===== src/rtl/alu_op_sequencer.sv =====
// alu_op_sequencer
// Control stage that sits on both sides of a 2*BITS-result ALU. It accepts one
// operation request at a time, drives the ALU's one-hot control word for
// exactly one cycle, captures the full ALU result into Z and then returns it
// to the datapath bus as one word (low half) or two words (low then high half
// for MUL and DIV) under a valid/ready handshake.
//
// Ports
//   clk        : clock, all state changes on the rising edge
//   clr        : synchronous active-high reset, overrides everything
//   start      : request strobe, looked at only while idle
//   op_sel     : binary op index 0..11 (2 = MUL, 3 = DIV produce two words)
//   opa / opb  : operands, latched on acceptance and presented as alu_x/alu_y
//   busy       : registered, high whenever the sequencer is not idle
//   alu_ctrl   : one-hot ALU control, non-zero only during the execute cycle
//   alu_result : combinational ALU result, sampled at the end of execute
//   bus_out    : writeback word, bus_hi marks the upper half of Z
//   bus_valid  : bus_out is valid; a word moves when bus_valid && bus_ready
//   done       : one-cycle pulse after the final word has been accepted
//   err        : one-cycle pulse for a rejected request (bad op, divide by 0)
module alu_op_sequencer #(
    parameter int BITS      = 32,
    parameter int SIG_COUNT = 12
) (
    input  logic                  clk,
    input  logic                  clr,
    input  logic                  start,
    input  logic [3:0]            op_sel,
    input  logic [BITS-1:0]       opa,
    input  logic [BITS-1:0]       opb,
    output logic                  busy,
    output logic [SIG_COUNT-1:0]  alu_ctrl,
    output logic [BITS-1:0]       alu_x,
    output logic [BITS-1:0]       alu_y,
    input  logic [2*BITS-1:0]     alu_result,
    output logic [BITS-1:0]       bus_out,
    output logic                  bus_valid,
    output logic                  bus_hi,
    input  logic                  bus_ready,
    output logic                  done,
    output logic                  err
);

    typedef enum logic [1:0] {
        S_IDLE  = 2'd0,
        S_EXEC  = 2'd1,
        S_WB_LO = 2'd2,
        S_WB_HI = 2'd3
    } state_e;

    localparam logic [3:0]           OP_MUL  = 4'd2;
    localparam logic [3:0]           OP_DIV  = 4'd3;
    localparam logic [3:0]           OP_LAST = 4'd11;
    localparam logic [SIG_COUNT-1:0] CTRL_ONE = {{(SIG_COUNT-1){1'b0}}, 1'b1};

    state_e                 state_q, state_d;
    logic [3:0]             op_q, op_d;
    logic [BITS-1:0]        x_q, x_d;
    logic [BITS-1:0]        y_q, y_d;
    logic [2*BITS-1:0]      z_q, z_d;
    logic                   busy_q, busy_d;
    logic [SIG_COUNT-1:0]   ctrl_q, ctrl_d;
    logic [BITS-1:0]        bus_out_q, bus_out_d;
    logic                   bus_valid_q, bus_valid_d;
    logic                   bus_hi_q, bus_hi_d;
    logic                   done_q, done_d;
    logic                   err_q, err_d;

    logic                   req_legal_s;
    logic                   accept_s;
    logic                   reject_s;
    logic                   two_word_s;
    logic                   last_hs_s;

    // A divide by zero is refused up front so the ALU is never asked for it.
    assign req_legal_s = (op_sel <= OP_LAST) &&
                         !((op_sel == OP_DIV) && (opb == {BITS{1'b0}}));
    assign two_word_s  = (op_q == OP_MUL) || (op_q == OP_DIV);

    // State and output registers; clr discards any operation in flight.
    always_ff @(posedge clk) begin
        if (clr) begin
            state_q     <= S_IDLE;
            op_q        <= 4'd0;
            x_q         <= {BITS{1'b0}};
            y_q         <= {BITS{1'b0}};
            z_q         <= {(2*BITS){1'b0}};
            busy_q      <= 1'b0;
            ctrl_q      <= {SIG_COUNT{1'b0}};
            bus_out_q   <= {BITS{1'b0}};
            bus_valid_q <= 1'b0;
            bus_hi_q    <= 1'b0;
            done_q      <= 1'b0;
            err_q       <= 1'b0;
        end else begin
            state_q     <= state_d;
            op_q        <= op_d;
            x_q         <= x_d;
            y_q         <= y_d;
            z_q         <= z_d;
            busy_q      <= busy_d;
            ctrl_q      <= ctrl_d;
            bus_out_q   <= bus_out_d;
            bus_valid_q <= bus_valid_d;
            bus_hi_q    <= bus_hi_d;
            done_q      <= done_d;
            err_q       <= err_d;
        end
    end

    // Next-state logic; requests outside IDLE are simply not looked at.
    always_comb begin
        state_d   = state_q;
        accept_s  = 1'b0;
        reject_s  = 1'b0;
        last_hs_s = 1'b0;
        case (state_q)
            S_IDLE: begin
                if (start && req_legal_s) begin
                    accept_s = 1'b1;
                    state_d  = S_EXEC;
                end else if (start) begin
                    reject_s = 1'b1;
                end else begin
                    state_d  = S_IDLE;
                end
            end
            S_EXEC: begin
                state_d = S_WB_LO;
            end
            S_WB_LO: begin
                if (bus_ready && two_word_s) begin
                    state_d = S_WB_HI;
                end else if (bus_ready) begin
                    state_d   = S_IDLE;
                    last_hs_s = 1'b1;
                end else begin
                    state_d = S_WB_LO;
                end
            end
            S_WB_HI: begin
                if (bus_ready) begin
                    state_d   = S_IDLE;
                    last_hs_s = 1'b1;
                end else begin
                    state_d = S_WB_HI;
                end
            end
            default: begin
                state_d = S_IDLE;
            end
        endcase
    end

    // Output/datapath next values, computed from the upcoming state so that
    // every output comes straight from a flop.
    always_comb begin
        op_d        = accept_s ? op_sel : op_q;
        x_d         = accept_s ? opa    : x_q;
        y_d         = accept_s ? opb    : y_q;
        z_d         = (state_q == S_EXEC) ? alu_result : z_q;
        busy_d      = (state_d != S_IDLE);
        ctrl_d      = (state_d == S_EXEC) ? (CTRL_ONE << op_d) : {SIG_COUNT{1'b0}};
        bus_valid_d = (state_d == S_WB_LO) || (state_d == S_WB_HI);
        bus_hi_d    = (state_d == S_WB_HI);
        done_d      = last_hs_s;
        err_d       = reject_s;
        case (state_d)
            S_WB_LO: bus_out_d = z_d[BITS-1:0];
            S_WB_HI: bus_out_d = z_d[2*BITS-1:BITS];
            default: bus_out_d = {BITS{1'b0}};
        endcase
    end

    assign busy      = busy_q;
    assign alu_ctrl  = ctrl_q;
    assign alu_x     = x_q;
    assign alu_y     = y_q;
    assign bus_out   = bus_out_q;
    assign bus_valid = bus_valid_q;
    assign bus_hi    = bus_hi_q;
    assign done      = done_q;
    assign err       = err_q;

endmodule


===== config.mk =====
export PLATFORM = sky130hd
export DESIGN_NAME = alu_op_sequencer
export DESIGN_NICKNAME = d
export VERILOG_FILES = /design/src/rtl/alu_op_sequencer.sv
export SDC_FILE = /design/constraint.sdc
export NUM_CORES = 1
export LEC_CHECK = 0
export CORE_ASPECT_RATIO = 0.75
export CORE_MARGIN = 2
export CORE_UTILIZATION = 38
export DETAILED_ROUTE_END_ITERATION = 8
export GPL_TIMING_DRIVEN = 1
export PLACE_DENSITY = 0.8
export SYNTH_ARGS = -nofsm -noshare
export SYNTH_HDL_FRONTEND = slang
export SYNTH_SLANG_ARGS = --single-unit
export TNS_END_PERCENT = 5

===== constraint.sdc =====
create_clock -name clk -period 2.3 [get_ports clk]
set_input_delay 0.345 -clock clk [delete_from_list [all_inputs] [get_ports clk]]
set_output_delay 0.345 -clock clk [all_outputs]
set_load 0.01 [all_outputs]

==> key figures <==
CTS
  – Hold-fix buffers at CTS: 0
  – CTS sink cnt: between 150 and 200
  – CTS clk-pin slew, worst paths: around 70 ps
  – Worst-Skew Late Latency: 430 ps
  – CTS tree: done
  – Max clock buf depth: 2
  – Root Buffer: clkbuf_16
  – Num CTS Buffers: 17
  – # H-tree levels: 4

Synthesis
  – EDFF count, synth: 0
  – Post-synthesis instance total: between 600 and 700
  – Synth async-reset ratio: 0%
  – Post-synthesis sequential area ratio: between 50% and 60%
  – Ys Warns: 0
  – Synthesis-stage register bit count: 182
  – Mapped Nets: between 700 and 800
  – Syn Area/Cell: approximately 11 sq um
  – Netlist cell types: 34
  – Prevailing post-synth register cell: dfxtp_1
  – Post-Syn Area: 0.00682 sq mm

STA
  – RSZ-0062 raised after global routing: no
  – Minimum clock period after layout: ~2200 ps
  – Slew at the pin with the worst max-slew slack: 686 ps
  – Final setup fails: 0
  – Fmax: 457 MHz
  – Count of pins over their slew limit: 0
  – Setup ws final: about 110 ps
  – Max-slew headroom: a little over half
  – Fin crit share: roughly 95%
  – TNS Setup: 0 ps
  – Number of failing hold endpoints at the final stage: 0
  – Skew final: between 9 and 10 ps

Layout
  – Layout cell share with drive strength beyond 1: under 10%
  – Diode count: 0
  – Storage cell area: 0.00364 sq mm
  – FILL cells: 1504
  – Multi-input combinational cell area: 0.00298 sq mm
  – Commonest cells after routing, fill and taps aside: clkdlybuf4s50_1 (247), dfxtp_1 (182), nand2b_1 (131)
  – Commonest non-fill, non-tap cell in the layout: clkdlybuf4s50_1
  – Nets: about 1000
  – Area growth from synthesis to layout: 53.4%

Setup path
  – Crit path cell chain: clkdlybuf4s50_1 > or4_1 > or4_4 > nor3_4 > buf_6 > nor3_1 > a2111oi_2
  – Worst path max stage delay: roughly 570 ps
  – Crit-path slowest cell: or4_1
  – Crit end category: flop
  – Reg2Reg Launch Point: state_q[1]
  – Critical Path AT: between 2000 and 3000 ps
  – CP delay by family, top: simple AND/OR/NAND/NOR gates
  – Setup CP Type: input pin to flop
  – CP max FO: 9
  – Worst path buffer plus inverter count: 2
  – Worst Setup SP: opb[27]
  – CP Data Required Time: about 2600 ps
  – CP startpoint kind: input pin

Floorplan
  – Total Die Area: roughly 0.019 sq mm
  – Die Span Y: between 100 and 150 microns
  – Die W: approximately 160 microns
  – Core area: between 0.015 and 0.02 sq mm
  – Initial cell density of the core: around two fifths
  – Row cnt: 42
  – # IOs: ~250

GRT
  – Initial antenna violation count: 0
  – Pin count of the biggest net entering global routing: around 200
  – Vias in the first global route: approximately 5400
  – Global-route wire length before repair: around 27000 microns
  – Gr usage total: around 18%
  – Total grt overflow: 0

Flow run
  – Max_cap viols: 0

Power
  – Max VDD drop: 0.414 mV
  – P_leak: just under 4 nW
  – PwrDens: 725 mW/mm^2

Worst hold path
  – Hold Startpoint: clr
  – Worst Hold Class: input pin to flop

Placed design
  – HPWL Detailed: approximately 12000 microns
  – PortBufs: about 250
  – RePlAce Congestion: approximately 0.77
  – Post-Place Setup Slack: -516 ps

Detailed routing
  – Vias: between 5000 and 6000
  – Initial DRC Count: 219
  – WL per Instance: ~15 microns
  – Final ANT Viol Nets: 0
  – Drc violations: 0
  – DRT Wirelength: ~18000 microns
  – Vias per cell: between 4 and 5
  – Detailed-router iteration count before antenna repair: 4

Status
  – Status: completed
-- worst reg2reg max path, delay by kind of cell, from the launching register on --
family                 cells  cell delay (ps)
buffers and inverters      1              170
AO/OA/AOI/OAI              1              250
flip-flops                 1              370
AND/OR/NAND/NOR            4              980
-- state kept, by name, summed over array words and instances, names as in the netlist --
signal	cells
done	1
err	1
alu_x	32
bus_out	32
op_q	3
alu_y	32
bus_valid	1
state_q	2
bus_hi	1
busy	1
alu_ctrl	12
z_q	64
-- metal layers --
metal | up-vias | wire length (microns) | track usage (%)
li1 | 2733 | - | -
met1 | 2543 | 8070 | 23.5
met2 | 137 | 8260 | 29.7
met3 | 28 | 1050 | 5.56
met4 | 0 | 272 | 5.91
met5 | - | 0 | 0
-- stage by stage --
stage	area, sq um	hold slack, ps	cells	power [mW]	utilization (%)
finish	10500	241	1166	7.58	59.4
global route	10500	235	1166	7.88	59.4
CTS	10400	230	1166	7.67	59.3
detailed placement	9780	462	1134	4.50	55.6
global placement	9780	457	1134	4.48	55.6
floorplan	6820	444	646	3.93	-
-- area by class of cell --
class / instances / share of cell area [%]
clock buffer: 18 / 4.20
clock inverter: 14 / 2.02
inverter: 3 / 0.108
multi-input combinational: 417 / 28.5
sequential: 182 / 34.9
tap: 242 / 2.90
timing repair buffer: 290 / 27.4
-- cell families (layout without fill, tap and decap cells) --
logic type | count (synthesis) | after routing | synth area share [%]
DFF | 182 | 182 | 53.5
buffers and inverters | 47 | 325 | 3.25
muxes | 130 | 130 | 19.1
and+or+nand+nor | 236 | 236 | 19.1
AOI/OAI and AO/OA | 51 | 51 | 5.07
-- final timing paths --
path / to / slack [ps] / cells past startpoint
worst max-delay path: alu_ctrl[7] / 110 / 7
worst min register to register: alu_y[17] / 470 / 2
worst min-delay path: done / 240 / 3
worst max register to register: alu_ctrl[9] / 440 / 6
-- synth_stat cells (2+ instances only) --
library cell / n / area [sq um]
dfxtp_1: 182 / 3640
nand2b_1: 132 / 826
mux2i_1: 130 / 1300
nor2_1: 71 / 267
o22ai_1: 32 / 200
clkbuf_1: 29 / 109
a211oi_1: 9 / 67.6
nor4_1: 7 / 43.8
buf_1: 6 / 22.5
buf_6: 5 / 56.3
nand2_1: 5 / 18.8
nor3_1: 5 / 25.0
a21oi_1: 4 / 20.0
buf_2: 3 / 15.0
inv_1: 3 / 11.3
or4_1: 3 / 22.5
a2111oi_2: 2 / 30.0
or3_1: 2 / 12.5
-- power breakdown --
part	switching, mW	total (mW)	internal [mW]
clock network	1.36	3.16	1.80
registers	0.0653	3.37	3.30
logic	0.436	1.06	0.623
-- repair_timing --
action                                  4_1_cts  5_1_grt
endpoints found under the setup margin        3       14
buffers inserted                              0        0
pin swaps                                     1        0
resized for setup                             1        4
Power figures use the tool's default switching activity.
